$ cat config.mk
export PLATFORM = sky130hd
export DESIGN_NAME = hazard_sb
export DESIGN_NICKNAME = d
export VERILOG_FILES = /design/src/rtl/hazard_pkg.sv /design/src/rtl/hazard_scoreboard.sv /design/src/rtl/hazard_sb.sv
export SDC_FILE = /design/constraint.sdc
export NUM_CORES = 1
export LEC_CHECK = 0
export CAP_MARGIN = 20
export CORE_UTILIZATION = 40
export DETAILED_ROUTE_END_ITERATION = 8
export GPL_ROUTABILITY_DRIVEN = 0
export GPL_TIMING_DRIVEN = 0
export PLACE_DENSITY = 0.9
export SLEW_MARGIN = 20
export SYNTH_ARGS = -nofsm -noshare
export SYNTH_HDL_FRONTEND = slang
export SYNTH_SLANG_ARGS = --single-unit
$ cat constraint.sdc
create_clock -name clk -period 3.41 [get_ports clk]
set_clock_uncertainty 0.1 [all_clocks]
set_input_delay 0.8525 -clock clk [delete_from_list [all_inputs] [get_ports clk]]
set_output_delay 0.8525 -clock clk [all_outputs]
set_load 0.1 [all_outputs]
$ cat src/rtl/hazard_pkg.sv
// Shared hazard-unit types: forwarding selects, stage control bits, redirect FSM states.
package hazard_pkg;

  localparam int unsigned REG_AW = 5;

  typedef enum logic [1:0] {
    RAW = 2'd0,
    ALU = 2'd1,
    MEM = 2'd2,
    WB  = 2'd3
  } register_data_sel;

  typedef struct packed {
    logic w;      // writes a register
    logic l;      // load
    logic w_mem;  // store
    logic j;      // jump
    logic b;      // conditional branch
    logic m;      // long-unit (mul/div) op
  } control_signals_t;

  typedef enum logic {
    IDLE = 1'b0,
    PEND = 1'b1
  } redir_state_t;

  // Forwarding priority E > M > W; register 0 never matches.
  function automatic register_data_sel fwd_sel(
    input logic              e_en,
    input logic [REG_AW-1:0] rs,
    input logic [REG_AW-1:0] rd_e,
    input logic              m_en,
    input logic [REG_AW-1:0] rd_m,
    input logic              w_en,
    input logic [REG_AW-1:0] rd_w
  );
    register_data_sel sel;
    sel = RAW;
    if (e_en && (rd_e != '0) && (rs == rd_e))      sel = ALU;
    else if (m_en && (rd_m != '0) && (rs == rd_m)) sel = MEM;
    else if (w_en && (rd_w != '0) && (rs == rd_w)) sel = WB;
    return sel;
  endfunction

endpackage

$ cat src/rtl/hazard_scoreboard.sv
// Per-register busy vector for long-unit writes, with a liveness watchdog that
// clears the vector and raises a sticky timeout if no completion arrives in time.
module hazard_scoreboard
  import hazard_pkg::*;
#(
  parameter int unsigned REG_N      = 32,
  parameter int unsigned LU_MAX_LAT = 34
) (
  input  logic              clk,
  input  logic              rst_n,
  input  logic              set_en_i,
  input  logic [REG_AW-1:0] set_rd_i,
  input  logic              clr_en_i,
  input  logic [REG_AW-1:0] clr_rd_i,
  input  logic [REG_AW-1:0] q0_i,
  input  logic [REG_AW-1:0] q1_i,
  input  logic [REG_AW-1:0] q2_i,
  output logic              busy0_o,
  output logic              busy1_o,
  output logic              busy2_o,
  output logic              lu_timeout_o
);

  localparam int unsigned WDW = $clog2(LU_MAX_LAT + 1);

  logic [REG_N-1:0] busy_q, busy_d;
  logic [WDW-1:0]   wd_q, wd_d;
  logic             timeout_q, timeout_d;
  logic             wd_run, wd_expire;

  assign wd_run    = (|busy_q) && !clr_en_i;
  assign wd_expire = wd_run && (wd_q == WDW'(LU_MAX_LAT - 1));

  // Clear first so a same-edge new issue to the same register wins.
  always_comb begin
    busy_d    = busy_q;
    wd_d      = wd_q;
    timeout_d = timeout_q;
    if (wd_expire) begin
      busy_d    = '0;
      wd_d      = '0;
      timeout_d = 1'b1;
    end else if (wd_run) begin
      wd_d = wd_q + WDW'(1);
    end else begin
      wd_d = '0;
    end
    if (clr_en_i) busy_d[clr_rd_i] = 1'b0;
    if (set_en_i) busy_d[set_rd_i] = 1'b1;
  end

  always_ff @(posedge clk or negedge rst_n) begin
    if (!rst_n) begin
      busy_q    <= '0;
      wd_q      <= '0;
      timeout_q <= 1'b0;
    end else begin
      busy_q    <= busy_d;
      wd_q      <= wd_d;
      timeout_q <= timeout_d;
    end
  end

  assign busy0_o      = busy_q[q0_i];
  assign busy1_o      = busy_q[q1_i];
  assign busy2_o      = busy_q[q2_i];
  assign lu_timeout_o = timeout_q;

endmodule

$ cat src/rtl/hazard_sb.sv
// Hazard unit: forwarding selects, stall/flush generation, long-unit scoreboard and
// deferred redirect. Optional perf counters are built when HAZARD_PERF_EN is defined.
module hazard_sb
  import hazard_pkg::*;
#(
  parameter int unsigned REG_N      = 32,
  parameter int unsigned LU_MAX_LAT = 34
) (
  input  logic              clk,
  input  logic              rst_n,
  input  logic [REG_AW-1:0] rs1,
  input  logic [REG_AW-1:0] rs2,
  input  logic [REG_AW-1:0] rs1_e,
  input  logic [REG_AW-1:0] rs2_e,
  input  logic [REG_AW-1:0] rd_e,
  input  logic [REG_AW-1:0] rd_m,
  input  logic [REG_AW-1:0] rd_w,
  input  control_signals_t  cs_e,
  input  control_signals_t  cs_m,
  input  control_signals_t  cs_w,
  input  logic              branch_hit,
  input  logic              lu_busy,
  input  logic              lu_done,
  input  logic [REG_AW-1:0] lu_done_rd,
  input  logic              dmem_ready,
  output register_data_sel  r1_sel,
  output register_data_sel  r2_sel,
  output register_data_sel  r1_e_sel,
  output register_data_sel  r2_e_sel,
  output logic              stall_f,
  output logic              stall_d,
  output logic              stall_e,
  output logic              stall_m,
  output logic              flush_d,
  output logic              flush_e,
  output logic              lu_timeout,
  output logic [31:0]       perf_lu_stall,
  output logic [31:0]       perf_mem_stall,
  output logic [31:0]       perf_ldu_stall,
  output logic [31:0]       perf_redirect
);

  redir_state_t state_q, state_d;
  logic busy_rs1_e, busy_rs2_e, busy_rd_e;
  logic mem_stall, lu_stall, ldu_stall, redir, lu_issue;
  logic unused_cs;

  assign unused_cs = ^{cs_e, cs_m, cs_w};

  assign r1_sel   = fwd_sel(cs_e.w, rs1,   rd_e, cs_m.w, rd_m, cs_w.w, rd_w);
  assign r2_sel   = fwd_sel(cs_e.w, rs2,   rd_e, cs_m.w, rd_m, cs_w.w, rd_w);
  assign r1_e_sel = fwd_sel(1'b0,   rs1_e, rd_e, cs_m.w, rd_m, cs_w.w, rd_w);
  assign r2_e_sel = fwd_sel(1'b0,   rs2_e, rd_e, cs_m.w, rd_m, cs_w.w, rd_w);

  assign mem_stall = !dmem_ready && (cs_m.l || cs_m.w_mem);
  assign lu_stall  = busy_rs1_e || busy_rs2_e || (cs_e.m && (busy_rd_e || lu_busy));
  assign ldu_stall = cs_e.l && (rd_e != '0) && ((rd_e == rs1) || (rd_e == rs2));
  assign redir     = cs_e.j || (cs_e.b && branch_hit);
  assign lu_issue  = cs_e.m && !stall_e && (rd_e != '0);

  hazard_scoreboard #(
    .REG_N      (REG_N),
    .LU_MAX_LAT (LU_MAX_LAT)
  ) u_sb (
    .clk          (clk),
    .rst_n        (rst_n),
    .set_en_i     (lu_issue),
    .set_rd_i     (rd_e),
    .clr_en_i     (lu_done),
    .clr_rd_i     (lu_done_rd),
    .q0_i         (rs1_e),
    .q1_i         (rs2_e),
    .q2_i         (rd_e),
    .busy0_o      (busy_rs1_e),
    .busy1_o      (busy_rs2_e),
    .busy2_o      (busy_rd_e),
    .lu_timeout_o (lu_timeout)
  );

  always_ff @(posedge clk or negedge rst_n) begin
    if (!rst_n) state_q <= IDLE;
    else        state_q <= state_d;
  end

  // Priority: memory stall > redirect > long-unit stall > load-use.
  always_comb begin
    state_d = state_q;
    stall_f = 1'b0;
    stall_d = 1'b0;
    stall_e = 1'b0;
    stall_m = 1'b0;
    flush_d = 1'b0;
    flush_e = 1'b0;
    if (mem_stall) begin
      stall_f = 1'b1;
      stall_d = 1'b1;
      stall_e = 1'b1;
      stall_m = 1'b1;
      if (state_q == IDLE && redir) state_d = PEND;
    end else if (state_q == PEND || redir) begin
      flush_d = 1'b1;
      flush_e = 1'b1;
      state_d = IDLE;
    end else if (lu_stall) begin
      stall_f = 1'b1;
      stall_d = 1'b1;
      stall_e = 1'b1;
    end else if (ldu_stall) begin
      stall_f = 1'b1;
      stall_d = 1'b1;
      flush_e = 1'b1;
    end
  end

`ifdef HAZARD_PERF_EN
  logic [31:0] perf_lu_q, perf_mem_q, perf_ldu_q, perf_redir_q;

  // Each cycle credits only the cause that won the priority above.
  always_ff @(posedge clk or negedge rst_n) begin
    if (!rst_n) begin
      perf_lu_q    <= '0;
      perf_mem_q   <= '0;
      perf_ldu_q   <= '0;
      perf_redir_q <= '0;
    end else begin
      if (stall_m)             perf_mem_q   <= perf_mem_q + 32'd1;
      if (stall_e && !stall_m) perf_lu_q    <= perf_lu_q + 32'd1;
      if (stall_d && !stall_e) perf_ldu_q   <= perf_ldu_q + 32'd1;
      if (flush_d)             perf_redir_q <= perf_redir_q + 32'd1;
    end
  end

  assign perf_lu_stall  = perf_lu_q;
  assign perf_mem_stall = perf_mem_q;
  assign perf_ldu_stall = perf_ldu_q;
  assign perf_redirect  = perf_redir_q;
`else
  assign perf_lu_stall  = '0;
  assign perf_mem_stall = '0;
  assign perf_ldu_stall = '0;
  assign perf_redirect  = '0;
`endif

endmodule

**Yosys cells after proc, flatten, opt, wreduce, memory -nomap -nowiden**

Cells that the tools add are included.

- Register bits: 40
- Output and inout port bits: 143

- $add $sub $neg: 1
- Bitwise operators: 4
- Equality and inequality tests: 14
- Muxes and demuxes: 41
- Magnitude comparators: 6
- Reduce and logical (&&, ||, !) cells: 41

Operator list:

| cell | number |
|---|---|
| $mux W32 | 3 |
| $eq A5 B5 Y1 | 12 |
| $and A32 B32 Y32 | 1 |
| $not A32 Y32 | 1 |
| $or A32 B32 Y32 | 1 |
| $reduce_or A32 Y1 | 1 |
| $logic_and A1 B1 Y1 | 25 |
| $lt A5 B6 Y1 const B | 4 |
| $mux W1 | 21 |
| $mux W2 | 10 |
| $bmux W1 S5 | 3 |
| $reduce_bool A5 Y1 | 3 |
| $mux W6 | 2 |
| $demux W1 S5 | 2 |
| $ge A5 B1 Y1 const B | 2 |
| $logic_or A1 B1 Y1 | 7 |
| $add A6 B1 Y6 const B | 1 |
| $eq A6 B6 Y1 const B | 1 |
| $logic_not A1 Y1 | 3 |
| $ne A2 B1 Y1 const B | 1 |
| $reduce_and A2 Y1 | 1 |
| $reduce_bool A2 Y1 | 1 |
| $not A1 Y1 | 1 |

**Logic depth before layout (Yosys ltp)**

Gate-level depths: netlist of the first run.

- Word-level depth: 12
- Mapped depth: 9
- Mapped depth without buffers: 7

**Hierarchy**

A second synthesis of the first run with hierarchy kept.

- Cell total of the unflattened synthesis: 540
- Area total of the unflattened synthesis: 4,531.8 um^2

By module, submodules not included:

| module | times used | seq. area each (um^2) | cells an instance | area each (um^2) |
|---|---|---|---|---|
| hazard_scoreboard | 1 | 975.9 | 292 | 2,713.9 |
| hazard_sb | 1 | 25.0 | 248 | 1,818.0 |

**Least setup slack after synthesis of the first run**

Ideal clock, no wire load.

- Kind: input -> output
- Start point: input rs1_e[0]
- End point: output flush_e
- Setup slack: -2,239 ps
- Data required time: 2,457 ps
- Stages: 8
- Arrival: 4,697 ps
- Cell sequence: buf_4 mux4_2 a22oi_1 nand3_1 o21ai_0 nand4_1 clkbuf_1 o31ai_1

- Longest elaborated chain between the ends: 7

Ends and longest elaborated chain:

| what | RTL line | source |
|---|---|---|
| from (decl) | hazard_sb.sv:13 | `input logic [REG_AW-1:0] rs1_e,` |
| $bmux W1 S5 | hazard_scoreboard.sv:64 | `assign busy0_o = busy_q[q0_i];` |
| $mux W1 (implied by the code) | hazard_scoreboard.sv:64 |  |
| $logic_or A1 B1 Y1 (2 in series) | hazard_sb.sv:56 | `assign lu_stall = busy_rs1_e \|\| busy_rs2_e \|\| (cs_e.m && (busy_rd_e \|\| lu_busy));` |
| $mux W1 | hazard_sb.sv:104 | `end else if (lu_stall) begin` |
| $mux W1 | hazard_sb.sv:100 | `end else if (state_q == PEND \|\| redir) begin` |
| $mux W1 | hazard_sb.sv:94 | `if (mem_stall) begin` |
| to (decl) | hazard_sb.sv:35 | `output logic flush_e,` |

No other way between the ends. The select of a mux whose other input is x is not followed.

**Worst setup path in the final report of the first run**

- Start point: input rd_e[0]
- End point: output stall_f

- Longest elaborated chain between the ends: 8

Ends and longest elaborated chain:

| what | RTL line | source |
|---|---|---|
| from (decl) | hazard_sb.sv:15 | `input logic [REG_AW-1:0] rd_e,` |
| $bmux W1 S5 | hazard_scoreboard.sv:66 | `assign busy2_o = busy_q[q2_i];` |
| $mux W1 (implied by the code) | hazard_scoreboard.sv:66 |  |
| $logic_or A1 B1 Y1 | hazard_sb.sv:56 |  |
| $logic_and A1 B1 Y1 | hazard_sb.sv:56 |  |
| $logic_or A1 B1 Y1 | hazard_sb.sv:56 |  |
| $mux W1 (*) | hazard_sb.sv:104 |  |
| $mux W1 (*) | hazard_sb.sv:100 |  |
| $mux W1 (*) | hazard_sb.sv:94 |  |
| to (decl) | hazard_sb.sv:30 | `output logic stall_f,` |

Mark *: on every way between the ends. The rest lies on a longest branch, timed or not. The select of a mux whose other input is x is not followed.

==> results of run 1 <==
synth_stat cells, types with 3 or more instances:
master	number
buf_2	4
or2_2	3
nand2_1	57
o41ai_2	3
nand3b_1	4
buf_4	131
o41ai_1	15
and3_1	4
nor4_1	13
o21ai_0	7
nand4_1	8
a32oi_1	31
nor2b_1	4
mux4_2	19
inv_1	8
or3_1	3
clkbuf_1	25
dfrtp_1	40
o31ai_1	16
and3b_1	4
nor3_1	12
xor2_1	32
mux2i_1	8
xnor2_1	22
nor2_1	19
o21a_1	3
nand3_1	13
buf_6	4
buf_1	7
a31oi_1	3
and2_1	4
nor3b_1	7
cell type report:
class | instances | area, sq um | area share (%)
multi-input combinational | 469 | 3340 | 49.4
sequential | 40 | 1000 | 14.8
buffer | 167 | 1280 | 19.0
timing repair buffer | 74 | 769 | 11.4
tap | 143 | 179 | 2.64
inverter | 8 | 30.0 | 0.444
clock buffer | 6 | 129 | 1.90
clock inverter | 2 | 35.0 | 0.517
layer usage:
| layer | GRT usage [%] | up-vias |
|---|---|---|
| li1 | - | 2197 |
| met1 | 26.4 | 2182 |
| met2 | 39.3 | 357 |
| met3 | 6.37 | 56 |
| met4 | 8.92 | 0 |
| met5 | 0 | - |
worst max path at each step:
stage	depth (start not counted)	slack [ns]	to	startpoint
finish	9	-0.48	stall_f	rd_e[0]
floorplan	8	-0.80	flush_e	rd_e[0]
global route	9	-0.50	stall_f	rd_e[0]
CTS	9	-0.45	stall_f	rd_e[0]
global placement	10	-2.38	flush_e	rs2_e[1]
detailed placement	10	-2.38	flush_e	rs2_e[1]
kinds of logic after synthesis:
family          share of synthesized area, %
buf+inv                                 24.8
simple gates                            16.5
compound gates                          16.6
xor+xnor                                9.79
flops                                   20.7
mux                                     11.0
fa+ha+maj                              0.518
other cells                           0.0776
through the flow:
| step | instance area [sq um] | cells | worst slack [ns] | power (mW) |
|---|---|---|---|---|
| detailed placement | 6150 | 884 | -2.38 | 2.31 |
| global route | 6770 | 909 | -0.505 | 3.09 |
| finish | 6770 | 909 | -0.475 | 3.00 |
| CTS | 6620 | 900 | -0.447 | 2.92 |
| floorplan | 5440 | 688 | -0.797 | 2.05 |
| global placement | 6140 | 883 | -2.38 | 2.29 |
report_power, final:
group	leakage (nW)	total (mW)	internal, mW	switching [mW]
clock	0.0808	0.537	0.344	0.193
sequential	0.515	0.784	0.585	0.199
combinational	2.52	1.68	0.572	1.10
total	3.11	3.00	1.50	1.49
worst register-to-register path: stages (launching register included):
cell	delay [ns]
dfrtp_1	0.47
mux4_2	0.50
a22o_1	0.21
a221o_1	0.29
o31a_1	0.26
buf_6	0.13
buf_4	0.13
buf_4	0.14
buf_6	0.14
o41ai_1	0.41
registers in the layout (all words and copies together), names as in the netlist:
| name | cells |
|---|---|
| u_sb.lu_timeout_o | 1 |
| state_q | 1 |
| u_sb.wd_q | 6 |
| u_sb.busy_q | 32 |
what timing repair did:
action | in CTS | in global routing
gates resized for setup | 168 | 29
setup endpoints to repair | 45 | 10
setup buffers | 11 | 10
pin swaps | 9 | 4
cloned | 0 | 0
hold buffers | 0 | 0
==> summary.txt, run 1 <==
Outcome
  • Status: complete, but fails checks
  • Failing checks: DRC, setup timing

Final layout
  • N_diodes: 0
  • Syn-to-layout area delta: 40.1%
  • Layout cells sized above 1: 33.7%
  • Filler cell count: 937
  • Commonest non-fill, non-tap cell in the layout: buf_4
  • Commonest cells after routing, fill and taps aside: buf_4, conb_1, nand2_1
  • NumNets Final: 831
  • Final Core Density: 58.3%

Min path
  • Hold depth: 1
  • HP Start: u_sb.lu_timeout_o$_DFFE_PN0P_
  • Worst hold path endpoint: u_sb.lu_timeout_o$_DFFE_PN0P_
  • Min-delay worst type: flop to flop

Pwr
  • Worst VDD drop: 0.264 mV
  • Leak pwr: 3.11 nW
  • PD cells: 443 mW/mm^2

Timing
  • TNS Setup: -1.68 ns
  • Hold Slack: 0.371 ns
  • Final hold vios: 0
  • Worst-Margin Slew: 0.984 ns
  • Slew margin rel.: 33.9%
  • Setup violators final: 4
  • Slew Limit Fails: 0
  • Crit share post-route: 114%
  • RSZ-0062 raised after global routing: yes
  • Max Clk Rate: 257 MHz
  • Fin crit period: 3.89 ns
  • Final WS setup: -0.475 ns

Detailed routing
  • Metal1 wirelength: 5290 um
  • Drt wl/cell: 16.2 um
  • Vias: 4,792
  • DRC viols: 18
  • Routed WL: 14,700 um
  • Drt first pass iters: 8
  • DRT iter0 DRCs: 532
  • Uppermost routed layer: met4
  • Routed wl met2: 7100 um
  • DRT antenna net count: 0
  • Vias per inst: 5.27
  • Met3 Wirelength: 1810 um

GRT
  • Vias in the first global route: 4,425
  • Total congestion overflow: 0
  • GRT Overall Usage: 22.7%
  • Antenna violations before repair: 0
  • First-pass GRT wire length: 22,600 um
  • Largest net degree at the start of global routing: 26

Critical path
  • CP top delay family: compound AO/OA/AOI/OAI gates
  • Reg2Reg Launch Point: u_sb.busy_q[16]$_DFF_PN0_
  • Worst-path maximum fanout: 6
  • Slowest stage cell, crit path: mux4_2
  • Most Frequent Cell on Critical Path: buf_12
  • CP required: 2.46 ns
  • Crit path cell chain: buf_12 -> mux4_2 -> a22o_1 -> a221o_1 -> o31a_1 -> buf_6 -> o31a_4 -> buf_12 -> buf_16
  • Critical path buffers and inverters: 4
  • Critical Path Sink Type: output port
  • Setup CP Type: primary input to output port
  • Reg2reg setup slack: 0.49 ns
  • Worst r2r dst: u_sb.busy_q[6]$_DFF_PN0_
  • Worst Path Arrival: 2.93 ns
  • Setup crit start kind: primary input
  • R2R cell count: 9
  • CP max stage delay: 0.50 ns

Clock tree
  • CTS tree: yes
  • Root Driver: clkbuf_16
  • Clock slew at reported path FFs: 0.06 ns
  • CTS sink count: 40
  • H-tree depth: 2
  • TritonCTS Buffers: 5
  • Clk_lat worst skew: 0.28 ns
  • Clock Path Buffers: 2

Die
  • Die area: 0.0125 sq mm
  • Die width: 112 um
  • Row count: 39
  • Starting Density: 41.6%
  • Num ports: 207
  • Chip height: 112 um
  • Core area: 0.0116 sq mm

Synthesis
  • Synthesized area: 0.00483 sq mm
  • Synth Flop Type: dfrtp_1
  • Synthesized flop and latch total: 40
  • Yosys Warn Count: 0
  • Yosys top cell area share: 20.7%
  • Post-synth ARST share: 100%
  • EDFF count, synth: 0
  • Synth Instances: 561
  • Synth Area per Inst: 8.62 sq um
  • Largest area contributor in the netlist: dfrtp_1
  • Main area contributors after synthesis: dfrtp_1, buf_4, mux4_2, xor2_1, a32oi_1
  • Sequential area share after synthesis: 20.7%
  • Yosys cell types: 50

Job
  • Max cap viols: 0

Place
  • IO buf count: 52
  • Detailed-placement wirelength estimate: 10,700 um
No activity file was read; power rests on OpenSTA's default activity.
==> inputs of run 2 (changes only) <==
--- a/config.mk
+++ b/config.mk
@@ -10,7 +10,7 @@
 export DETAILED_ROUTE_END_ITERATION = 8
 export GPL_ROUTABILITY_DRIVEN = 0
 export GPL_TIMING_DRIVEN = 0
-export PLACE_DENSITY = 0.9
+export PLACE_DENSITY = 0.84
 export SLEW_MARGIN = 20
 export SYNTH_ARGS = -nofsm -noshare
 export SYNTH_HDL_FRONTEND = slang
==> summary.txt, run 2 (same netlist as run 1, synthesis figures left out) <==
Clock tree
  • TritonCTS Buffers: 5 (unchanged)
  • Clock slew at reported path FFs: 0.06 ns (about the same)
  • Root Driver: clkbuf_16
  • Clock Path Buffers: 2 (unchanged)
  • CTS sink count: 40 (unchanged)
  • Clk_lat worst skew: 0.29 ns (about the same)
  • H-tree depth: 2 (unchanged)
  • CTS tree: yes

Detailed routing
  • DRC viols: 16 (-2)
  • Drt first pass iters: 8 (unchanged)
  • DRT iter0 DRCs: 446 (-16%)
  • Drt wl/cell: 16.6 um (+2.4%)
  • Vias: 4,780 (-0.25%)
  • Vias per inst: 5.29 (+0.30%)
  • Routed WL: 15,000 um (+1.9%)
  • DRT antenna net count: 0 (unchanged)

Die
  • Row count: 39 (unchanged)
  • Die area: 0.0125 sq mm (unchanged)
  • Die width: 112 um (unchanged)
  • Num ports: 207 (unchanged)
  • Chip height: 112 um (unchanged)
  • Starting Density: 41.6% (unchanged)
  • Core area: 0.0116 sq mm (unchanged)

Pwr
  • Tot Pwr: 3.00 mW (+0.19%)
  • Clock Power Share: 17.9% (about the same)
  • Psw: 1.50 mW (+0.10%)
  • Sequential Power Share: 26.2% (about the same)
  • Worst VDD drop: 0.192 mV (-27%)
  • Logic pwr share: 55.9% (about the same)
  • Sw Share: 49.8% (about the same)
  • Internal power: 1.51 mW (+0.28%)
  • PD cells: 444 mW/mm^2 (+0.42%)
  • Leak pwr: 3.11 nW (about the same)

Timing
  • Hold Slack: 0.373 ns (+0.00151 ns)
  • Max Clk Rate: 258 MHz (+0.30%)
  • Crit share post-route: 114% (-0.34 points)
  • Setup violators final: 5 (+1)
  • Slew margin rel.: 32.4% (-1.5 points)
  • Final WS setup: -0.463 ns (+0.0117 ns)
  • Worst-Margin Slew: 1.01 ns (+0.0276 ns)
  • Fin crit period: 3.87 ns (-0.0117 ns)
  • Final hold vios: 0 (unchanged)
  • Slew Limit Fails: 0 (unchanged)
  • RSZ-0062 raised after global routing: yes

GRT
  • Total congestion overflow: 0 (unchanged)
  • Largest net degree at the start of global routing: 27 (+3.8%)
  • GRT Overall Usage: 22.6% (-0.042 points)
  • Most used routing layer: met2
  • Antenna violations before repair: 0 (unchanged)
  • GR met1 Demand/Resource: 27.6% (+1.2 points)
  • Vias in the first global route: 4,396 (-0.66%)
  • Met3 usage: 4.84% (-1.5 points)
  • Met2 Use GR: 39.1% (-0.21 points)
  • First-pass GRT wire length: 22,600 um (-0.28%)

Final layout
  • N_diodes: 0 (unchanged)
  • Commonest cells after routing, fill and taps aside: buf_4, conb_1, nand2_1
  • Fin area: 0.00676 sq mm (-0.22%)
  • Post-Layout Cell Count: 904 (-0.55%)
  • Syn-to-layout area delta: 39.8%
  • Top flop regs: u_sb.busy_q x32, u_sb.wd_q x6
  • Commonest non-fill, non-tap cell in the layout: buf_4
  • Max reg flops: 32 (unchanged)
  • Layout cells sized above 1: 33.6% (-0.042 points)
  • NumNets Final: 826 (-0.60%)
  • Most flop-heavy register: u_sb.busy_q

Critical path
  • CP top delay family: compound AO/OA/AOI/OAI gates
  • Crit path cell chain: buf_12 -> mux4_2 -> a22o_1 -> a221o_1 -> o31a_1 -> o31a_4 -> buf_12 -> buf_12
  • Reg2reg setup slack: 0.54 ns (+0.05 ns)
  • Slowest stage cell, crit path: mux4_2
  • Worst r2r dst: u_sb.busy_q[18]$_DFF_PN0_
  • Reg2Reg Launch Point: u_sb.busy_q[28]$_DFF_PN0_
  • CP max stage delay: 0.50 ns (about the same)
  • Most Frequent Cell on Critical Path: buf_12
  • Worst Path Arrival: 2.92 ns (about the same)
  • Setup CP Type: primary input to output port
  • Cell depth of the worst setup path: 8 (-1)
  • R2R cell count: 9 (unchanged)
  • CP required: 2.46 ns (about the same)
  • End point of the critical path: stall_f
  • Critical Path Sink Type: output port
  • Worst-path maximum fanout: 6 (unchanged)
  • Setup crit start kind: primary input
  • Critical path buffers and inverters: 3 (-1)
  • Crit path from: rd_e[0]

Job
  • Max cap viols: 0 (unchanged)

Place
  • Post-placement setup slack: -2.45 ns (-0.0762 ns)
  • IO buf count: 52 (unchanged)
  • DP Cell Count: 884 (unchanged)
  • Detailed-placement wirelength estimate: 10,700 um (about the same)
  • Post-placement cell area: 0.00615 sq mm (unchanged)

Min path
  • Hold depth: 1 (unchanged)
  • Min-delay worst type: flop to flop

Outcome
  • Failing checks: DRC, setup timing
  • Status: complete, but fails checks
==> run 2: cell types whose count changed in the layout (fill, tap and decap cells not counted), sizes merged <==
cell	delta
buf	-7
clkbuf	+4
dlygate4sd2	-2
dlymetal6s2s	+2
clkdlybuf4s15	-1
clkdlybuf4s50	-1
==> run 2: worst min path at each step <==
stage	from	to	slack [ns]
after CTS	u_sb.lu_timeout_o$_DFFE_PN0P_	u_sb.lu_timeout_o$_DFFE_PN0P_	0.37
after floorplan	u_sb.wd_q[0]$_DFF_PN0_	u_sb.wd_q[0]$_DFF_PN0_	0.36
after detailed placement	u_sb.lu_timeout_o$_DFFE_PN0P_	u_sb.lu_timeout_o$_DFFE_PN0P_	0.36
after global placement	u_sb.lu_timeout_o$_DFFE_PN0P_	u_sb.lu_timeout_o$_DFFE_PN0P_	0.35
final	u_sb.lu_timeout_o$_DFFE_PN0P_	u_sb.lu_timeout_o$_DFFE_PN0P_	0.37
after global routing	rst_n	u_sb.busy_q[12]$_DFF_PN0_	0.40
==> run 2: area by class of cell <==
type                    instances  area [sq um]
multi-input cells             469          3370
clock buffers                   6           129
plain buffers                 165          1270
well taps                     143           179
clock inverters                 2          35.0
flip-flops and latches         40          1000
inverters                       8          30.0
repair buffers                 71           746
fillers                       969          4860
==> run 2: repair_timing <==
item / 4_1_cts / 5_1_grt
buffers inserted: 12 / 6
endpoints found under the setup margin: 45 / 12
resized for setup: 166 / 39
endpoints found under the hold margin: 0 / 0
pin swaps: 7 / 8
hold buffers: 0 / 0
==> run 2: per-layer routing <==
layer  vias to the layer above  routed length (um)
met5                         -                   0
met4                         0                 463
met3                        59                1650
met2                       335                7560
li1                       2179                   -
met1                      2207                5320
==> run 2: power groups by stage <==
stage                     logic [mW]  clock network [mW]  registers (mW)
final                           1.68               0.536           0.786
after global routing            1.76               0.559           0.789
after CTS                       1.63               0.537           0.764
after detailed placement        1.55                   0           0.770
after global placement          1.53                   0           0.762
after floorplan                 1.36                   0           0.687
==> run 2: metrics by stage <==
stage | TNS [ns] | util [%]
after floorplan | -1.73 | -
after global placement | -37.25 | 52.8
after detailed placement | -39.08 | 53.0
after CTS | -1.82 | 57.1
after global routing | -1.96 | 58.2
final | -1.68 | 58.2
